`src/rtl/picorv32_pcpi_divx.sv`:
```
// PCPI divider coprocessor for DIV/DIVU/REM/REMU using iterative restoring division.
// Resolves STEPS_AT_ONCE quotient bits per clock. FAST_SPECIAL short-cuts divide-by-zero and signed overflow.
`timescale 1ns/1ps
module picorv32_pcpi_divx #(
  parameter int STEPS_AT_ONCE = 1,
  parameter bit FAST_SPECIAL  = 1'b0
) (
  input  logic        clk,
  input  logic        reset,
  input  logic        pcpi_valid,
  input  logic [31:0] pcpi_insn,
  input  logic [31:0] pcpi_rs1,
  input  logic [31:0] pcpi_rs2,
  output logic        pcpi_wr,
  output logic [31:0] pcpi_rd,
  output logic        pcpi_wait,
  output logic        pcpi_ready
);

  localparam int         N      = 32 / STEPS_AT_ONCE;
  localparam logic [5:0] N_INIT = 6'(N);

  typedef enum logic {IDLE, RUN} state_t;

  state_t      state;
  logic [5:0]  count;
  logic        op_rem;
  logic        op_neg;
  logic [31:0] quo;      // dividend bits shift out of the top while quotient bits shift in
  logic [31:0] divisor;
  logic [31:0] rem_acc;

  logic        insn_div, op_rem_in, op_signed_in, rs1_neg, rs2_neg, neg_in, accept;
  logic        div_zero, signed_ovf, fast_hit;
  logic [31:0] rs1_mag, rs2_mag, fast_rd;
  logic        unused_insn_bits;

  assign insn_div     = (pcpi_insn[6:0] == 7'b0110011) && (pcpi_insn[31:25] == 7'b0000001) && pcpi_insn[14];
  assign op_rem_in    = pcpi_insn[13];
  assign op_signed_in = ~pcpi_insn[12];
  assign rs1_neg      = op_signed_in & pcpi_rs1[31];
  assign rs2_neg      = op_signed_in & pcpi_rs2[31];
  assign rs1_mag      = rs1_neg ? -pcpi_rs1 : pcpi_rs1;
  assign rs2_mag      = rs2_neg ? -pcpi_rs2 : pcpi_rs2;
  assign neg_in       = op_rem_in ? rs1_neg : ((rs1_neg != rs2_neg) && (pcpi_rs2 != 32'd0));
  assign accept       = (state == IDLE) && pcpi_valid && insn_div && !pcpi_ready;
  assign unused_insn_bits = ^{pcpi_insn[24:15], pcpi_insn[11:7]};

  assign div_zero   = (pcpi_rs2 == 32'd0);
  assign signed_ovf = op_signed_in && (pcpi_rs1 == 32'h8000_0000) && (pcpi_rs2 == 32'hFFFF_FFFF);
  assign fast_hit   = FAST_SPECIAL && (div_zero || signed_ovf);
  assign fast_rd    = div_zero ? (op_rem_in ? pcpi_rs1 : 32'hFFFF_FFFF)
                               : (op_rem_in ? 32'd0    : 32'h8000_0000);

  logic [32:0] step_rem;
  logic [31:0] step_quo;
  logic [31:0] res_mag;
  logic [31:0] result;

  // NOTE: blocking assignments here chain the unrolled steps within a single
  // evaluation; every output gets a default first so no latch is inferred.
  always_comb begin
    step_rem = {1'b0, rem_acc};
    step_quo = quo;
    for (int i = 0; i < STEPS_AT_ONCE; i++) begin
      step_rem = {step_rem[31:0], step_quo[31]};
      step_quo = {step_quo[30:0], 1'b0};
      if (step_rem >= {1'b0, divisor}) begin
        step_rem    = step_rem - {1'b0, divisor};
        step_quo[0] = 1'b1;
      end
    end
    res_mag = op_rem ? step_rem[31:0] : step_quo;
    result  = op_neg ? -res_mag : res_mag;
  end

  // NOTE: non-blocking assignments for all state; the datapath registers are
  // cleared too so a reset leaves no stale operands behind.
  always_ff @(posedge clk) begin
    if (reset) begin
      state      <= IDLE;
      count      <= 6'd0;
      pcpi_wr    <= 1'b0;
      pcpi_ready <= 1'b0;
      pcpi_wait  <= 1'b0;
      pcpi_rd    <= 32'd0;
      quo        <= 32'd0;
      divisor    <= 32'd0;
      rem_acc    <= 32'd0;
      op_rem     <= 1'b0;
      op_neg     <= 1'b0;
    end else begin
      pcpi_wr    <= 1'b0;
      pcpi_ready <= 1'b0;
      case (state)
        IDLE: begin
          if (accept) begin
            if (fast_hit) begin
              pcpi_wr    <= 1'b1;
              pcpi_ready <= 1'b1;
              pcpi_rd    <= fast_rd;
            end else begin
              state     <= RUN;
              pcpi_wait <= 1'b1;
              count     <= N_INIT;
              quo       <= rs1_mag;
              divisor   <= rs2_mag;
              rem_acc   <= 32'd0;
              op_rem    <= op_rem_in;
              op_neg    <= neg_in;
            end
          end
        end
        RUN: begin
          if (!pcpi_valid) begin
            // core withdrew the instruction: drop the work without a result
            state     <= IDLE;
            pcpi_wait <= 1'b0;
          end else begin
            quo     <= step_quo;
            rem_acc <= step_rem[31:0];
            count   <= count - 6'd1;
            if (count == 6'd1) begin
              state      <= IDLE;
              pcpi_wait  <= 1'b0;
              pcpi_wr    <= 1'b1;
              pcpi_ready <= 1'b1;
              pcpi_rd    <= result;
            end
          end
        end
        default: state <= IDLE;
      endcase
    end
  end

endmodule
```
`config.mk`:
```
export PLATFORM = sky130hd
export DESIGN_NAME = picorv32_pcpi_divx
export DESIGN_NICKNAME = d
export VERILOG_FILES = /design/src/rtl/picorv32_pcpi_divx.sv
export SDC_FILE = /design/constraint.sdc
export NUM_CORES = 1
export LEC_CHECK = 0
export ABC_AREA = 1
export BUFFER_PORTS_ARGS = -buffer_cell sky130_fd_sc_hd__buf_2
export CORE_MARGIN = 2
export CORE_UTILIZATION = 50
export DETAILED_ROUTE_END_ITERATION = 16
export PLACE_DENSITY = 0.82
export SYNTH_ARGS = -nofsm -noshare
export SYNTH_HDL_FRONTEND = slang
export SYNTH_SLANG_ARGS = --single-unit
```
`constraint.sdc`:
```
create_clock -name clk -period 4.1 [get_ports clk]
set_clock_uncertainty 0.2 [all_clocks]
set_input_delay 0.205 -clock clk [delete_from_list [all_inputs] [get_ports clk]]
set_output_delay 0.205 -clock clk [all_outputs]
set_load 0.02 [all_outputs]
```
* Word level (Yosys, flattened, before mapping) *
Cells that the tools add are included.

storage, ports and cells
  register bits after elaboration = 139
  output and inout port bits = 35
  logic and storage cells = 70

operators by class
  add/sub/neg operators = 5
  $lt $le $gt $ge = 1
  eq/ne operators = 8
  multiplexer cells = 30
  bitwise gates (word level) = 4
  reductions and logical operators = 12

operators by type and width
  operator                                                                  count
  32-bit two-way mux                                                        12
  32-bit one-hot mux with 2 select lines                                    2
  32-bit negator                                                            3
  33-bit by 32-bit >= comparator with 1-bit output                          1
  32-bit nonzero test                                                       1
  32-bit subtractor                                                         1
  6-bit two-way mux                                                         2
  6-bit one-hot mux with 2 select lines                                     1
  1-bit two-way mux                                                         10
  7-bit by 1-bit == test with 1-bit output (second input constant)          1
  7-bit by 6-bit == test with 1-bit output (second input constant)          1
  6-bit by 1-bit == test with 1-bit output (second input constant)          1
  1-bit logical AND                                                         6
  1-bit one-hot mux with 2 select lines                                     3
  2-bit AND reduction                                                       3
  6-bit by 1-bit subtractor with 6-bit output (second input constant)       1
  2-bit inequality test (second input constant)                             2
  3-bit by 2-bit inequality test with 1-bit output (second input constant)  1
  3-bit AND reduction                                                       1
  1-bit AND                                                                 2
  2-bit by 1-bit inequality test with 1-bit output (second input constant)  1
  1-bit NOT                                                                 2
  1-bit zero test                                                           1
  1-bit inequality test                                                     1

* Depth between registers and ports, before layout *
Gate-level depths: netlist (run 1).

  word-level depth = 8
  gate-level depth with buffers = 28

* Worst setup path after synthesis (run 1) *
OpenSTA, ideal clock, no wires.

  path kind = reg2reg
  start = register divisor[3]
  end = register pcpi_rd[28]
  library setup time = 0.109 ns
  arrival time = 2.698 ns
  required time = 3.791 ns
  slack = 1.093 ns
  cell stages (with the launch flop) = 26
  buffers on the path = 2
  cell sequence = dfxtp_1 -> inv_1 -> ha_1 -> nand2_1 -> inv_1 -> nand2_1 -> nand2_1 -> nand2_1 -> nand3_2 -> nand2_1 -> nand2_1 -> nand2_4 -> nand2_4 -> buf_6 -> buf_12 -> nand2_1 -> nand2_1 -> inv_1 -> ha_1 -> nand3_1 -> o21ai_1 -> nand2_1 -> nand2_1 -> nand3_1 -> nand2_1 -> inv_1

on the way
  longest elaborated chain between the ends = 8
  elaborated cells on any way between the ends = 10

ends and longest elaborated chain
  item                                                                                   line    source
  from (decl)                                                                            30      logic [31:0] divisor;
  from (signal assigned)                                                                 107     divisor <= rs2_mag;
  32-bit subtractor or 33-bit by 32-bit >= comparator with 1-bit output (tied branches)  69, 68
  32-bit two-way mux or 1-bit two-way mux (tied branches)                                68      if (step_rem >= {1'b0, divisor}) begin
  32-bit two-way mux *                                                                   73      res_mag = op_rem ? step_rem[31:0] : step_quo;
  32-bit negator                                                                         74      result = op_neg ? -res_mag : res_mag;
  32-bit two-way mux *                                                                   74
  32-bit two-way mux *                                                                   123     if (count == 6'd1) begin
  32-bit two-way mux *                                                                   115     if (!pcpi_valid) begin
  32-bit two-way mux *                                                                   95      case (state)
  to (signal assigned)                                                                   101     pcpi_rd <= fast_rd;
  to (signal assigned)                                                                   128     pcpi_rd <= result;
  to (decl)                                                                              15      output logic [31:0] pcpi_rd,

Mark *: on every way between the ends. The rest lies on a longest branch, timed or not. The select of a mux whose other input is x is not followed.
A chain may end at the register's enable or synchronous reset.

* Worst setup path in the final report (run 1) *
  start = register divisor[13]
  end = register pcpi_rd[17]

The elaborated chain is that of the path after synthesis.

==> qor.yml, run 1 <==
power:
  p_leak_nw: 7.008
  p_per_area_nw_per_um2: 240.8
  p_total_mw: 3.179
  ir_drop_v: 0.0002280
finish:
  final_cell_area_um2: 13200
  fillerInstances: 2164
  areaGrowthSynthToFinish_pct: 16.26
  n_antenna_cell: 0
  fin_nets: 2228
  drive_gt1_share_pct: 11.79
floorplan:
  rows: 55
  initial_core_util_pct: 50.62
  die_y_um: 154.7
  die_area_um2: 23930
  fp.dieW_um: 154.7
  ioPinCount: 134
  core_um2: 22430
placement:
  io_buffers: 118
  dp_hpwl_mm: 28.00
  placed_area_um2: 12140
  gp_congestion: 0.9862
worst_setup_path:
  crit_type: "reg -> reg"
  reg2reg_from: "divisor[13]"
  cp_max_fo: 25
  critPathBufInv: 4
  reg2reg_depth: 22
  cp_data_arrival_time_ns: 3.92
  crit_chain: "inv_1, ha_1, nand2_1, nor2_1, nand2_1, inv_1, nand2_1, nand2_1, nand2_4, buf_4, nand3_1, nand3_1, nand2_1, nand2_1, nor2_2, nand2_1, o21ai_2, nand2_1, nand2_1, nand2_1, o21ai_0, inv_1"
  worst_setup_path_start_kind: "register"
  cp_slowest_cell: "ha_1"
  max_stage_delay_ns: 0.38
  crit_family: "simple AND/OR/NAND/NOR gates"
  required_ns: 4.22
  critical_path.most_common_cell: "nand2_1"
  r2r_end: "pcpi_rd[17]"
  reg2reg_slack_ns: 0.30
  end_kind: "register"
synth:
  synth.most_common_cell: "nand2_1"
  ys_top_cells_by_area: "dfxtp_1 25%, nand2_1 20%, inv_1 9.4%"
  avgSynthCellArea_um2: 5.797
  synth_cells: 1959
  yosys_register_bits: 139
  ys_warn_count: 0
  netlist_area_um2: 11360
  synth_flop_cell: "dfxtp_1"
  yosysTopAreaCell: "dfxtp_1"
  yosysSeqAreaShare_pct: 24.50
  synth_edf_count: 0
  syn-num-nets: 2096
  synth_common_cells: "608 x nand2_1, 284 x inv_1, 181 x nor2_1, 145 x nand3_1, 139 x dfxtp_1"
  async_flop_share_pct: 0
  yosysUniqueCellTypes: 53
  synth_top_area_share_pct: 24.50
sta:
  worst_slew_pin_slew_ns: 1.079
  finalHoldViolCount: 0
  finalMaxSlewViolations: 0
  rsz0062_at_grt: "no"
  setup_viol: 0
  slew_headroom_pct: 28.00
  fmax_ghz: 0.2631
  min_period_ns: 3.801
  fin_tns_setup_ns: 0
  period_share_pct: 92.71
global_route:
  grt_pass1_wl_mm: 59.08
  antenna_found_initial: 0
  first_global_vias: 11840
  grt_max_degree: 61
  gr-total-overflow: 0
  grt_usage_pct: 30.95
clock_tree:
  cts_sinks: 139
  cts_buffer_depth: 2
  root_buffer: "clkbuf_16"
  htreeDepth: 4
  clk_latency_ns: 0.43
  cts_tree: "done"
  cts.clk_slew.worst_paths_ns: 0.07
  cts_inserted_buffers: 17
hold_path:
  hold_depth: 5
  hp-class: "in -> reg"
  min_to: "quo[20]"
  hold_start: "pcpi_rs1[20]"
detailed_routing:
  viasPerCell: 5.467
  wirelength_mm: 37.27
  ant_nets: 0
  firstDrtPassIters: 5
  wl_per_cell_um: 15.60
  num_vias: 13060
  drc_errors: 0
  dr.first_iter.drc_count: 1246
status:
  status: "completed"
job:
  drv_cap: 0
==> routing by layer <==
metal	vias to the layer above	part of all wire [%]	track usage (%)
li1	6501	-	-
met1	5850	43	39.53
met2	589	45	50.81
met3	120	8.2	6.108
met5	-	0	0
met4	0	4.3	13.58
==> layout by cell type, fill, tap and decap left out, types with 4 or more instances in the layout <==
master,instances
nand2_2,13
nand4_1,23
dlygate4sd3_1,44
nand3b_1,10
nand3_2,6
or2_2,29
o211ai_1,17
xnor2_1,17
inv_1,284
nor2_2,14
o22ai_1,5
clkinvlp_4,4
ha_1,37
nand2_1,608
dfxtp_1,139
o21ai_0,116
xor2_1,37
inv_6,5
o21ai_2,5
nand3_1,144
clkbuf_16,17
nor2_1,180
buf_2,118
buf_4,23
nor3_1,12
a21oi_1,137
a211oi_1,7
nor4_1,12
==> cell families (layout without fill, tap and decap cells) <==
family                   count (synthesis)  in the layout  share of synthesized area (%)
AND/OR/NAND/NOR                       1063           1064                          40.04
buffers and inverters                  360            504                          12.43
AO/OA/AOI/OAI                          305            305                          14.61
flip-flops                             139            139                          24.50
XOR/XNOR                                54             54                          4.165
adder cells (fa/ha/maj)                 38             38                          4.253
==> power breakdown <==
group / internal [mW] / switching, mW
Clock: 0.874 / 0.700
Combinational: 0.107 / 0.148
Sequential: 1.35 / 0.0000196
==> stage by stage <==
| stage | util, % | worst slack, ns | hold slack, ns | cells |
|---|---|---|---|---|
| after CTS | 58.72 | 0.03904 | 0.003118 | 2387 |
| after global routing | 58.85 | 0.02315 | 0.02499 | 2389 |
| final | 58.85 | 0.2989 | 0.008591 | 2389 |
| after global placement | 54.12 | 0.1329 | 0.2535 | 2311 |
| after floorplan | - | 1.093 | 0.1437 | 1959 |
| after detailed placement | 54.12 | 0.07026 | 0.2709 | 2311 |
==> how the worst max path moves through the flow <==
stage	slack, ns	from	cells past startpoint	endpoint
6_report	0.30	divisor[13]	22	pcpi_rd[17]
5_1_grt	0.02	divisor[3]	24	pcpi_rd[17]
4_1_cts	0.04	divisor[23]	25	pcpi_rd[18]
3_5_place_dp	0.07	divisor[23]	25	pcpi_rd[18]
3_3_place_gp	0.13	divisor[23]	25	pcpi_rd[18]
2_1_floorplan	1.09	divisor[3]	25	pcpi_rd[28]
==> tightest hold or removal path, stage by stage <==
cell,delay [ns]
buf_2,0.11
xor2_1,0.07
nand2_1,0.05
o21ai_0,0.07
a21oi_1,0.11
==> flip-flops by register name, indices dropped and copies added, names as in the netlist, 6 cells and up <==
| signal | flops |
|---|---|
| divisor | 32 |
| pcpi_rd | 32 |
| quo | 32 |
| rem_acc | 32 |
| count | 6 |
==> timing repair <==
action	4_1_cts	5_1_grt
hold endpoints to repair	43	0
setup endpoints to repair	0	28
gates resized for setup	0	3
setup buffers	0	1
hold buffers	44	0
==> cell type report <==
class	instances	area, um2	area share, %
multi-input cells	1461	7192	54.47
flip-flops and latches	139	2783	21.08
repair buffers	185	1204	9.117
inverters	287	1077	8.160
clock buffers	18	439.2	3.326
well taps	285	356.6	2.701
clock inverters	14	151.4	1.147
No activity file was read; power rests on OpenSTA's default activity.
==> run 2, diff against run 1 <==
- BUFFER_PORTS_ARGS: -buffer_cell sky130_fd_sc_hd__buf_2 -> unset
- CAP_MARGIN: unset -> 10
- DONT_BUFFER_PORTS: unset -> 1
- PLACE_DENSITY: 0.82 -> 0.77
==> run 2 against run 1 <==
Effect of this change:
- register-to-register slack better by 0.05 ns
- first-iteration DRC count is 4.5% higher
- clock power hardly changed
- largest cell class unchanged
- die area stayed put
- critical path depth stayed put
==> qor.yml, run 2 (synthesis results as in run 1) <==
status:
  status: "completed"
placement:
  placed_cells: 2188
  gp_congestion: 1.009
  dp_hpwl_mm: 26.97
  io_buffers: 0
sta:
  fmax_ghz: 0.2665
  period_share_pct: 91.53
  hold_ws_ns: 0.006956
  min_period_ns: 3.753
  rsz0062_at_grt: "no"
  worst_slew_pin_slew_ns: 1.048
  fin_tns_setup_ns: 0
  slew_headroom_pct: 30.06
  setup_viol: 0
  finalMaxSlewViolations: 0
  finalHoldViolCount: 0
finish:
  areaGrowthSynthToFinish_pct: 14.28
  final_common_cell: "nand2_1"
  final_cells: 2305
  fillerInstances: 2193
  n_antenna_cell: 0
  drive_gt1_share_pct: 6.188
  fin_nets: 2144
  final_cell_mix: "608 x nand2_1, 284 x inv_1, 180 x nor2_1, 145 x nand3_1, 139 x dfxtp_1"
  seqCellArea_um2: 2783
  multiInputGateArea_um2: 7176
power:
  pwr-share-clk_pct: 50.1
  p_int_mw: 2.331
  combPwrFrac_pct: 7.2
  p_leak_nw: 6.650
  ir_drop_v: 0.0002445
  p_per_area_nw_per_um2: 243.7
  p_sw_mw: 0.8318
  netSwitchingFraction_pct: 26.30
  sequentialPowerShare_pct: 42.7
worst_setup_path:
  r2r_end: "pcpi_rd[28]"
  crit_end: "pcpi_rd[28]"
  reg2reg_depth: 22
  crit_type: "reg -> reg"
  cp_max_fo: 9
  required_ns: 4.24
  reg2reg_slack_ns: 0.35
  cp_data_arrival_time_ns: 3.89
  worst_setup_path_start_kind: "register"
  end_kind: "register"
  crit_path_start: "divisor[25]"
  reg2reg_from: "divisor[25]"
clock_tree:
  cts_inserted_buffers: 17
  cts_sinks: 139
  cts_resized: 0
  clk_latency_ns: 0.44
  htreeDepth: 4
  root_buffer: "clkbuf_16"
  cts_tree: "done"
  cts.clk_slew.worst_paths_ns: 0.07
  cts_buffer_depth: 2
detailed_routing:
  viasPerCell: 5.476
  ant_nets: 0
  num_vias: 12620
  drc_errors: 0
  wl_per_cell_um: 16.04
  wirelength_mm: 36.97
  firstDrtPassIters: 6
  dr.first_iter.drc_count: 1302
floorplan:
  fp.dieW_um: 154.7
  die_area_um2: 23930
  die_y_um: 154.7
  ioPinCount: 134
  initial_core_util_pct: 50.62
  core_um2: 22430
  rows: 55
hold_path:
  hp-class: "in -> reg"
  hold_depth: 5
job:
  drv_cap: 0
global_route:
  grt_pass1_wl_mm: 57.95
  grt_max_degree: 79
  grt_usage_pct: 30.47
  gr-total-overflow: 0
  first_global_vias: 11540
  antenna_found_initial: 1
run 2: cell types whose count changed in the layout (fill, tap and decap cells not counted), sizes merged:
cell and change:
buf -121, clkinvlp -2, inv +2, dlygate4sd3 +37
run 2: cell type report:
class                   count  share of cell area (%)
inverters                 287                   8.301
flip-flops and latches    139                   21.44
well taps                 285                   2.748
repair buffers            101                   7.655
clock inverters            14                   1.176
multi-input cells        1461                   55.29
clock buffers              18                   3.384
run 2: repair_timing:
item	4_1_cts	5_1_grt
hold endpoints to repair	125	0
setup endpoints to repair	0	24
buffers inserted	0	2
hold buffers	82	0
run 2: routing by layer:
metal / vias to the layer above / share of wire, % / track usage [%]
met5: - / 0.035 / 0
met4: 2 / 3.3 / 10.93
met3: 89 / 9.1 / 6.192
met2: 589 / 45 / 49.06
met1: 5600 / 43 / 40.53
li1: 6343 / - / -
run 2: power by group through the flow:
stage                     logic (mW)  registers (mW)  clock network [mW]
final                          0.228            1.35                1.59
after global routing           0.251            1.35                1.65
after CTS                      0.220            1.35                1.59
after detailed placement       0.137            1.38                   0
after global placement         0.134            1.38                   0
after floorplan                0.118            1.38                   0
run 2: metrics by stage:
| step | area, um2 | util [%] | total power [mW] | worst slack, ns |
|---|---|---|---|---|
| floorplan | 11360 | - | 1.498 | 1.093 |
| global placement | 11530 | 51.38 | 1.514 | 0.1903 |
| detailed placement | 11530 | 51.38 | 1.517 | 0.1423 |
| CTS | 12960 | 57.75 | 3.159 | 0.1286 |
| global route | 12980 | 57.85 | 3.249 | 0.01648 |
| finish | 12980 | 57.85 | 3.163 | 0.3472 |
run 2: worst min-delay path by stage:
stage | slack [ns] | end | start
3_3_place_gp | 0.09 | rem_acc[24] | reset
5_1_grt | 0.05 | divisor[12] | pcpi_rs2[10]
2_1_floorplan | 0.14 | divisor[19] | pcpi_rs2[19]
4_1_cts | 0.0006 | divisor[12] | pcpi_rs2[10]
3_5_place_dp | 0.09 | rem_acc[28] | reset
6_report | 0.007 | divisor[11] | pcpi_rs2[9]
run 2: worst max-delay path: stages (launching register included):
cell and delay (ns):
dfxtp_1 0.38, inv_1 0.08, ha_1 0.37, nand2_1 0.11, nor2_1 0.29, nand2_1 0.08, nor2_1 0.10, nand2_1 0.10
nor2_4 0.15, nor2_4 0.08, buf_4 0.18, nand3_1 0.11, nand3_1 0.11, nand2_1 0.21, nand2_1 0.10, nor2_1 0.11
nand3_1 0.20, o21ai_1 0.37, nand2_1 0.09, nand2_1 0.06, nand3_1 0.06, nand2_1 0.08, inv_1 0.03
==> run 3, diff against run 2 <==
--- a/config.mk
+++ b/config.mk
@@ -7,5 +7,5 @@
 export LEC_CHECK = 0
 export ABC_AREA = 1
-export CAP_MARGIN = 10
+export CAP_MARGIN = 30
 export CORE_MARGIN = 2
 export CORE_UTILIZATION = 50
==> constraint.sdc (replaced) <==
create_clock -name clk -period 4.1 [get_ports clk]
set_clock_uncertainty 0.2 [all_clocks]
set_input_delay 0.615 -clock clk [delete_from_list [all_inputs] [get_ports clk]]
set_output_delay 0.615 -clock clk [all_outputs]
set_load 0.02 [all_outputs]
==> run 3 against run 2 <==
Effect of this change:
- worst hold slack better by 0.046 ns
- core utilization down 3.3 points
- combinational power down 39%
- worst setup slack worse by 0.048 ns
- clock power up 13%
- via count down 2.6%
- die area unchanged
- count of clock-buffer cells in the layout unchanged
==> qor.yml, run 3 (synthesis results as in run 1) <==
global_route:
  grt_usage_pct: 29.73
  grtUsageMet3_pct: 4.651
  grt_most_used_layer: "met2"
  grt_util_met1_pct: 40.28
  gr-total-overflow: 0
  met2_usage_pct: 47.77
  first_global_vias: 11140
  grt_max_degree: 80
  grt_pass1_wl_mm: 56.89
  antenna_found_initial: 0
placement:
  post-place-ws_ns: 0.09476
  placed_cells: 2188
  io_buffers: 0
  dp_hpwl_mm: 27.10
  gp_congestion: 0.9702
sta:
  finalHoldViolCount: 0
  period_share_pct: 92.70
  worst_slew_pin_slew_ns: 0.8393
  slew_headroom_pct: 43.97
  fmax_ghz: 0.2631
  timing.final.ws_setup_ns: 0.2991
  fin_tns_setup_ns: 0
  min_period_ns: 3.801
  setup_viol: 0
  finalMaxSlewViolations: 0
  rsz0062_at_grt: "yes"
detailed_routing:
  num_vias: 12290
  drc_errors: 0
  wl_per_cell_um: 15.87
  viasPerCell: 5.530
  dr.first_iter.drc_count: 1144
  firstDrtPassIters: 6
  wirelength_mm: 35.29
  ant_nets: 0
floorplan:
  ioPinCount: 134
  die_y_um: 154.7
  die_area_um2: 23930
  fp.dieW_um: 154.7
  core_um2: 22430
  rows: 55
  initial_core_util_pct: 50.62
clock_tree:
  cts_inserted_buffers: 17
  cts.clk_slew.worst_paths_ns: 0.07
  cts_tree: "done"
  root_buffer: "clkbuf_16"
  htreeDepth: 4
  clk_latency_ns: 0.44
  cts_hold_buf: 0
  cts_buffer_depth: 2
  cts_sinks: 139
finish:
  fin_nets: 2062
  final_common_cell: "nand2_1"
  final_cells: 2223
  final_cell_mix: "607 x nand2_1, 284 x inv_1, 179 x nor2_1, 145 x nand3_1, 139 x dfxtp_1"
  n_antenna_cell: 0
  drive_gt1_share_pct: 6.502
  areaGrowthSynthToFinish_pct: 7.746
worst_setup_path:
  critPathBufInv: 3
  reg2reg_from: "divisor[3]"
  r2r_end: "pcpi_rd[28]"
  max_stage_delay_ns: 0.44
  reg2reg_depth: 22
  cp_max_fo: 25
  critical_path.most_common_cell: "nand2_1"
  crit_family: "simple AND/OR/NAND/NOR gates"
  end_kind: "register"
  cp_slowest_cell: "ha_1"
  worst_setup_path_start_kind: "register"
  cp_data_arrival_time_ns: 3.94
  crit_type: "reg -> reg"
  reg2reg_slack_ns: 0.30
  crit_chain: "inv_1, ha_1, nand2_1, nor2_1, nand3_1, nand3_2, nand2_1, nand2_1, nand2_4, buf_4, nand3_1, nand3_1, nand2_1, nand2_1, nor2_1, nand3_1, o21ai_1, nand2_1, nand2_1, nand3_1, nand2_1, inv_1"
  required_ns: 4.24
hold_path:
  min_to: "pcpi_rd[1]"
  hp-class: "in -> reg"
  hold_depth: 1
  hold_start: "reset"
power:
  p_leak_nw: 6.347
  sequentialPowerShare_pct: 41.1
  p_per_area_nw_per_um2: 268.3
  p_int_mw: 2.514
  p_sw_mw: 0.7681
  pwr-share-clk_pct: 54.7
  netSwitchingFraction_pct: 23.40
  ir_drop_v: 0.0002677
  combPwrFrac_pct: 4.2
status:
  status: "completed"
job:
  drv_cap: 0
-- run 3: cell types whose count changed in the layout (fill, tap and decap cells not counted), sizes merged --
cell and delta:
dlygate4sd3 -81, bufinv +4, inv -4, clkinv +2
clkinvlp -2, buf -1
-- run 3: per-stage QoR --
step           utilization, %  power, mW  cell area, um2  hold WS (ns)
6_report                54.54      3.282           12240       0.05285
3_3_place_gp            51.29      1.515           11510        0.2659
3_5_place_dp            51.41      1.517           11530        0.2684
5_1_grt                 54.54      3.358           12240       0.03990
4_1_cts                 54.41      3.288           12210       0.04412
2_1_floorplan               -      1.498           11360        0.2426
-- run 3: what timing repair did --
item | in CTS | in global routing
setup endpoints to repair | 0 | 27
gates resized for setup | 0 | 3
setup buffers | 0 | 2
-- run 3: worst max path at each step --
stage                   to  cells after the start   startpoint
3_5_place_dp   pcpi_rd[24]                     25  divisor[23]
3_3_place_gp   pcpi_rd[29]                     25  divisor[23]
4_1_cts        pcpi_rd[24]                     25  divisor[23]
2_1_floorplan  pcpi_rd[28]                     25   divisor[3]
6_report       pcpi_rd[28]                     22   divisor[3]
5_1_grt        pcpi_rd[28]                     22   divisor[3]
-- run 3: area by class of cell --
cell class | count | area (um2)
clock buffer | 18 | 439.2
inverter | 287 | 1077
clock inverter | 14 | 232.7
multi-input combinational | 1461 | 7181
timing repair buffer | 19 | 166.4
sequential | 139 | 2783
tap | 285 | 356.6
fill | 2309 | 10200
-- run 3: worst register-to-register path: cells and delay by family, from the launching register on --
family | cells | cell delay [ns]
simple gates | 17 | 2.05
fa+ha+maj | 1 | 0.44
compound gates | 1 | 0.38
buf+inv | 3 | 0.32
flops | 1 | 0.32
-- run 3: routing by layer --
layer,vias up,share of wire (%)
met2,500,44
met5,-,0
li1,6168,-
met4,0,3.6
met3,81,7.4
met1,5545,45
-- run 3: power by group through the flow --
stage | combinational, mW | sequential [mW] | clock (mW)
6_report | 0.138 | 1.35 | 1.79
3_3_place_gp | 0.134 | 1.38 | 0
5_1_grt | 0.160 | 1.35 | 1.85
2_1_floorplan | 0.118 | 1.38 | 0
3_5_place_dp | 0.137 | 1.38 | 0
4_1_cts | 0.138 | 1.35 | 1.80
